===== config.mk =====
export PLATFORM = sky130hd
export DESIGN_NAME = muxed_display_ctrl
export DESIGN_NICKNAME = d
export VERILOG_FILES = /design/src/rtl/muxed_display_pkg.sv /design/src/rtl/muxed_display_ctrl_hexdec.sv /design/src/rtl/muxed_display_ctrl.sv
export SDC_FILE = /design/constraint.sdc
export NUM_CORES = 1
export LEC_CHECK = 0
export ABC_AREA = 1
export CORE_MARGIN = 8
export CORE_UTILIZATION = 30
export CTS_CLUSTER_SIZE = 10
export DETAILED_ROUTE_END_ITERATION = 6
export PLACE_DENSITY = 0.58
export SLEW_MARGIN = 5
export SYNTH_ARGS = -nofsm -noshare
export SYNTH_HDL_FRONTEND = slang
export SYNTH_SLANG_ARGS = --single-unit

===== constraint.sdc =====
create_clock -name SPLB_Clk -period 3.5 [get_ports SPLB_Clk]
set_clock_uncertainty 0.2 [all_clocks]
set_input_delay 0.525 -clock SPLB_Clk [delete_from_list [all_inputs] [get_ports SPLB_Clk]]
set_output_delay 0.525 -clock SPLB_Clk [all_outputs]
set_load 0.05 [all_outputs]

===== src/rtl/muxed_display_pkg.sv =====
// Shared constants for the muxed seven-segment display controller:
// register map, field positions, hex glyph table and pin polarity helper.
package muxed_display_pkg;

  localparam int REG_DIGITS = 0;
  localparam int REG_CTRL   = 1;
  localparam int REG_MASK   = 2;
  localparam int REG_STATUS = 3;

  localparam int CTRL_EN         = 0;
  localparam int CTRL_BRIGHT_LSB = 4;
  localparam int CTRL_GAP        = 8;
  // Only enable, brightness and ghost-gap bits are stored.
  localparam logic [31:0] CTRL_WMASK = 32'h0000_01F1;

  localparam int MASK_BLANK_LSB = 0;
  localparam int MASK_DP_LSB    = 8;
  localparam int MASK_BLINK_LSB = 16;

  // Active-high glyphs, bit i = segment i (a = bit0 .. g = bit6); entry 15 first.
  localparam logic [15:0][6:0] HEX_SEG = {
    7'h71, 7'h79, 7'h5E, 7'h39, 7'h7C, 7'h77, 7'h6F, 7'h7F,
    7'h07, 7'h7D, 7'h6D, 7'h66, 7'h4F, 7'h5B, 7'h06, 7'h3F
  };

  function automatic logic [7:0] apply_polarity(input logic [7:0] v, input bit activeLow);
    return activeLow ? ~v : v;
  endfunction

endpackage


===== src/rtl/muxed_display_ctrl_hexdec.sv =====
// Combinational 4-bit hex to active-high a..g segment decoder.
module seg_hex_decoder
  import muxed_display_pkg::*;
(
  input  logic [3:0] hex,
  output logic [6:0] seg
);

  assign seg = HEX_SEG[hex];

endmodule


===== src/rtl/muxed_display_ctrl.sv =====
// Multiplexed seven-segment controller behind the PLB IPIF: register file,
// scan/PWM/blink counters and a registered pin stage.
module muxed_display_ctrl
  import muxed_display_pkg::*;
#(
  parameter int C_NUM_DIGITS     = 4,
  parameter int C_REFRESH_DIV    = 66667,
  parameter int C_BLINK_SCANS    = 256,
  parameter int C_SEG_ACTIVE_LOW = 1,
  parameter int C_AN_ACTIVE_LOW  = 1,
  parameter int C_SLV_DWIDTH     = 32
) (
  input  logic                      SPLB_Clk,
  input  logic                      SPLB_Rst,
  input  logic [0:C_SLV_DWIDTH-1]   Bus2IP_Data,
  input  logic [0:C_SLV_DWIDTH/8-1] Bus2IP_BE,
  input  logic [0:3]                Bus2IP_WrCE,
  input  logic [0:3]                Bus2IP_RdCE,
  output logic [0:C_SLV_DWIDTH-1]   IP2Bus_Data,
  output logic                      IP2Bus_WrAck,
  output logic                      IP2Bus_RdAck,
  output logic                      IP2Bus_Error,
  output logic [0:7]                segments,
  output logic [0:C_NUM_DIGITS-1]   anodes
);

  localparam int              PW         = $clog2(C_REFRESH_DIV);
  localparam logic [PW-1:0]   PRE_LAST   = PW'(C_REFRESH_DIV - 1);
  localparam int              BW         = $clog2(C_BLINK_SCANS) + 1;
  localparam logic [BW-1:0]   BLINK_LAST = BW'(C_BLINK_SCANS - 1);
  localparam logic [2:0]      IDX_LAST   = 3'(C_NUM_DIGITS - 1);
  localparam logic [7:0]      DIG_MASK   = 8'((16'd1 << C_NUM_DIGITS) - 16'd1);
  localparam logic [31:0]     DIGITS_WMASK = 32'((64'd1 << (4 * C_NUM_DIGITS)) - 64'd1);
  localparam logic [31:0]     MASK_WMASK = {8'h00, DIG_MASK, DIG_MASK, DIG_MASK};

  // Bus bit 31 is numeric bit 0; plain assignment already maps MSB to MSB.
  logic [31:0] wdata, rdata;
  logic [3:0]  be;
  logic [31:0] digitsReg, ctrlReg, maskReg, statusVal;

  logic [PW-1:0] prescaler;
  logic [2:0]    digitIdx;
  logic [3:0]    pwmCnt;
  logic [BW-1:0] blinkCnt;
  logic          blinkPhase;

  logic       enable, gapEn, slotTick, scanDone;
  logic [3:0] bright;

  assign wdata = Bus2IP_Data;
  assign be    = Bus2IP_BE;

  function automatic logic [31:0] merge(input logic [31:0] old, input logic [31:0] nw,
                                        input logic [3:0] ben, input logic [31:0] wmask);
    logic [31:0] r;
    r = old;
    for (int j = 0; j < 4; j++)
      if (ben[j]) r[8*j +: 8] = nw[8*j +: 8] & wmask[8*j +: 8];
    return r;
  endfunction

  always_ff @(posedge SPLB_Clk) begin
    if (SPLB_Rst) begin
      digitsReg <= '0;
      ctrlReg   <= '0;
      maskReg   <= '0;
    end else begin
      if (Bus2IP_WrCE[REG_DIGITS]) digitsReg <= merge(digitsReg, wdata, be, DIGITS_WMASK);
      if (Bus2IP_WrCE[REG_CTRL])   ctrlReg   <= merge(ctrlReg, wdata, be, CTRL_WMASK);
      if (Bus2IP_WrCE[REG_MASK])   maskReg   <= merge(maskReg, wdata, be, MASK_WMASK);
    end
  end

  assign enable = ctrlReg[CTRL_EN];
  assign gapEn  = ctrlReg[CTRL_GAP];
  assign bright = ctrlReg[CTRL_BRIGHT_LSB +: 4];

  assign slotTick = enable && (prescaler == PRE_LAST);
  assign scanDone = slotTick && (digitIdx == IDX_LAST);

  // Blink phase survives a disable so blinking digits resume in step.
  always_ff @(posedge SPLB_Clk) begin
    if (SPLB_Rst || !enable) begin
      prescaler <= '0;
      digitIdx  <= '0;
      pwmCnt    <= '0;
      blinkCnt  <= '0;
      if (SPLB_Rst) blinkPhase <= 1'b0;
    end else begin
      prescaler <= slotTick ? '0 : prescaler + PW'(1);
      pwmCnt    <= pwmCnt + 4'd1;
      if (slotTick) digitIdx <= (digitIdx == IDX_LAST) ? 3'd0 : digitIdx + 3'd1;
      if (scanDone) begin
        if (blinkCnt == BLINK_LAST) begin
          blinkCnt   <= '0;
          blinkPhase <= ~blinkPhase;
        end else begin
          blinkCnt <= blinkCnt + BW'(1);
        end
      end
    end
  end

  assign statusVal = {28'd0, blinkPhase, digitIdx};

  always_comb begin
    rdata = '0;
    if (Bus2IP_RdCE[REG_DIGITS])      rdata = digitsReg;
    else if (Bus2IP_RdCE[REG_CTRL])   rdata = ctrlReg;
    else if (Bus2IP_RdCE[REG_MASK])   rdata = maskReg;
    else if (Bus2IP_RdCE[REG_STATUS]) rdata = statusVal;
  end

  assign IP2Bus_Data  = rdata;
  assign IP2Bus_WrAck = |Bus2IP_WrCE;
  assign IP2Bus_RdAck = |Bus2IP_RdCE;
  assign IP2Bus_Error = 1'b0;

  logic [3:0]              curHex;
  logic [6:0]              glyph;
  logic                    lit, inGap;
  logic [7:0]              segOn, segD;
  logic [C_NUM_DIGITS-1:0] anOn, anD;

  seg_hex_decoder uDec (.hex(curHex), .seg(glyph));

  // Segments keep the glyph while the anode is suppressed so only the anode toggles.
  always_comb begin
    curHex = digitsReg[4*digitIdx +: 4];
    inGap  = gapEn && (prescaler < PW'(2));
    lit    = enable && !maskReg[MASK_BLANK_LSB + int'(digitIdx)]
             && !(maskReg[MASK_BLINK_LSB + int'(digitIdx)] && blinkPhase)
             && (pwmCnt <= bright) && !inGap;
    for (int k = 0; k < C_NUM_DIGITS; k++) anOn[k] = lit && (digitIdx == 3'(k));
    segOn = enable ? {maskReg[MASK_DP_LSB + int'(digitIdx)], glyph} : 8'h00;
    if (SPLB_Rst) begin
      anOn  = '0;
      segOn = 8'h00;
    end
    segD = apply_polarity(segOn, C_SEG_ACTIVE_LOW != 0);
    anD  = anOn ^ {C_NUM_DIGITS{C_AN_ACTIVE_LOW != 0}};
  end

  always_ff @(posedge SPLB_Clk) begin
    for (int i = 0; i < 8; i++) segments[i] <= segD[i];
    for (int k = 0; k < C_NUM_DIGITS; k++) anodes[k] <= anD[k];
  end

endmodule

==> flow_summary.json <==
{
  "core-area_um2": 13700,
  "grt_max_degree": 34,
  "multi_input_area_um2": 2160,
  "seq_area_um2": 1610,
  "async_flop_share_pct": 0,
  "die_w_um": 134,
  "totalWireLength_mm": 11.2,
  "antenna_cells": 0,
  "fin_crit_sh_pct": 91.4,
  "max_slew.worst_pin.slew_ns": 0.524,
  "routed_via_density": 4.65,
  "wl_met3_um": 918,
  "place_hpwl_mm": 8.51,
  "grt.total_usage_pct": 12.7,
  "cts_buffers": 9,
  "syn_area_um2": 4170,
  "ant_nets": 0,
  "top_layer_used": "met4",
  "drt_iter0_drc": 236,
  "initial_utilization_pct": 30.4,
  "maxCapViolations": 0,
  "final_common_cell": "nand2_1",
  "cts_sinks": 80,
  "r2r-start": "digitIdx[0]",
  "clk_pin_slew_ns": 0.06,
  "root_buffer": "clkbuf_16",
  "relSlewSlack_pct": 64.7,
  "whs_ns": 0.260,
  "synth_edf_count": 1,
  "hold_class": "reg2reg",
  "swShare_pct": 26.5,
  "ys_warn_count": 0,
  "post_cts_buffers": 0,
  "finalSetupViolations": 0,
  "layout_min_cycle_time_ns": 3.20,
  "synth.area.mux_share_pct": 0,
  "layout-drive-gt1-share_pct": 8.07,
  "crit_fanout": 9,
  "h-tree-depth": 3,
  "overflow": 0,
  "wl_met2_mm": 5.11,
  "crit_path_end": "IP2Bus_Data[31]",
  "dr.pass1.iters": 4,
  "place.gp.congestion": 0.875,
  "die_y_um": 134,
  "drcViolationCount": 0,
  "synth_compound_area_share_pct": 13.3,
  "power_switching_uw": 598,
  "final_nets": 716,
  "yosys.area_share.simple_pct": 29.6,
  "synth.avg_cell_area_um2": 7.14,
  "cts_resized": 0,
  "synth_cell_types": 41,
  "ys_seq_area_share_pct": 38.6,
  "ys.flop_type": "dfxtp_1",
  "grt_setup_unrepaired": "false",
  "synth_xor_area_share_pct": 2.31,
  "worstSetupPathType": "in2out",
  "antenna_found_initial": 0,
  "io_buffer_count": 66,
  "met1_length_mm": 4.94,
  "cts_buffer_depth": 2,
  "syn_inst": 585,
  "synth_top_family_by_area": "simple AND/OR/NAND/NOR gates",
  "outcome": "completed",
  "crit_start": "Bus2IP_RdCE[1]",
  "dieArea_um2": 17900,
  "arrival_ns": 2.47,
  "clkPwrFrac_pct": 42.6,
  "row_count": 43,
  "endpoint_kind": "output pin",
  "wl_per_cell_um": 13.4,
  "hold_buffers": 0,
  "r2r_end": "segments[2]",
  "clock_latency_ns": 0.34,
  "vias": 3896,
  "fill_cells": 1423,
  "required_ns": 2.77,
  "grt_first_pass_wirelength_mm": 18.3,
  "slew_violations": 0,
  "synth-adder-area-share_pct": 5.40,
  "rr_worst_depth": 11,
  "hold_viol": 0,
  "seq_power_share_pct": 42.9,
  "combinationalPowerShare_pct": 14.6,
  "synth_seq_cells": 80,
  "max-vdd-ir-drop_uv": 228,
  "start_kind": "primary input",
  "io-pin-count": 93,
  "cts_tree": "built",
  "internal_power_mw": 1.66,
  "layout_common_cells": "nand2_1, nor2_1, dfxtp_1",
  "powerDensity_nw_per_um2": 420,
  "p_leak_nw": 2.13,
  "fmax_mhz": 313,
  "grt_pass1_vias": 3736,
  "reg2reg_slack_ns": 1.15,
  "area_growth_pct": 28.6,
  "fin_tns_setup_ns": 0
}
[power groups by stage]
stage          clock, mW  sequential (mW)  combinational, mW
2_1_floorplan          0            0.991              0.199
3_3_place_gp           0            0.985              0.325
3_5_place_dp           0            0.986              0.328
4_1_cts            0.981            0.966              0.329
5_1_grt             1.02            0.969              0.357
6_report           0.959            0.966              0.328
[synth_stat cells (2+ instances only)]
master    count  area (µm²)
nand2_2       4        25.0
nor2_4        4        45.0
buf_2         3        15.0
ha_1         18         225
buf_4        15         113
a211oi_1      2        15.0
nor3b_1       2        15.0
clkbuf_1      5        18.8
buf_6         3        33.8
clkinv_1      2        7.51
a21oi_1      31         155
xor2_1       10        87.6
inv_1        65         244
o21ai_1       2        10.0
nor2_1       95         357
o211ai_1      6        45.0
dfxtp_1      79        1580
o21ai_0      49         245
nor3_1        6        30.0
a32o_1        3        30.0
inv_2         2        7.51
a31oi_1       5        31.3
nand4_1       9        56.3
nand3_1      43         215
nand2_1     103         387
nor2_2        4        25.0
[how the worst min path moves through the flow]
stage           startpoint           to  slack, ns  cells past startpoint
2_1_floorplan  blinkCnt[8]  blinkCnt[8]       0.22                      2
3_3_place_gp   blinkCnt[8]  blinkCnt[8]       0.23                      2
3_5_place_dp   blinkCnt[8]  blinkCnt[8]       0.24                      2
4_1_cts        blinkCnt[8]  blinkCnt[8]       0.26                      2
5_1_grt        blinkCnt[8]  blinkCnt[8]       0.28                      2
6_report       blinkCnt[8]  blinkCnt[8]       0.26                      2
[per-layer routing]
layer,vias to the layer above,track usage [%]
li1,2004,-
met2,126,20.2
met5,-,0
met1,1751,14.8
met4,0,4.37
met3,15,5.53
[critical path, stage by stage]
cell	delay, ns
clkdlybuf4s50_1	0.53
nor2_2	0.45
nand2_1	0.34
o2111ai_1	0.44
buf_12	0.19
[per-stage QoR]
step | std cells | power, mW | cell area [µm²] | util, % | setup slack, ns
global placement | 821 | 1.31 | 5070 | 36.9 | 0.338
detailed placement | 821 | 1.31 | 5070 | 36.9 | 0.344
CTS | 837 | 2.28 | 5370 | 39.1 | 0.328
finish | 837 | 2.25 | 5370 | 39.1 | 0.301
global route | 837 | 2.35 | 5370 | 39.1 | 0.198
floorplan | 597 | 1.19 | 4220 | - | 0.833
[sequential cells by signal, indices dropped and copies added (netlist names), 4 cells and up]
name,cells
segments,8
ctrlReg,6
maskReg,12
blinkCnt,9
anodes,4
prescaler,17
pwmCnt,4
digitsReg,16
[layout make-up]
class,instances,share of cell area [%]
clock buffers,14,4.92
clock inverters,2,0.676
inverters,69,4.83
multi-input cells,421,40.3
flip-flops and latches,80,30.0
well taps,180,4.20
repair buffers,71,15.1
[logic make-up (layout without fill, tap and decap cells)]
logic type | Yosys count | in the layout
adder cells (fa/ha/maj) | 18 | 18
other | 1 | 13
buffers and inverters | 96 | 156
AND/OR/NAND/NOR | 278 | 278
XOR/XNOR | 11 | 11
AO/OA/AOI/OAI | 101 | 101
flip-flops | 80 | 80
(Power assumes the default switching activity.)
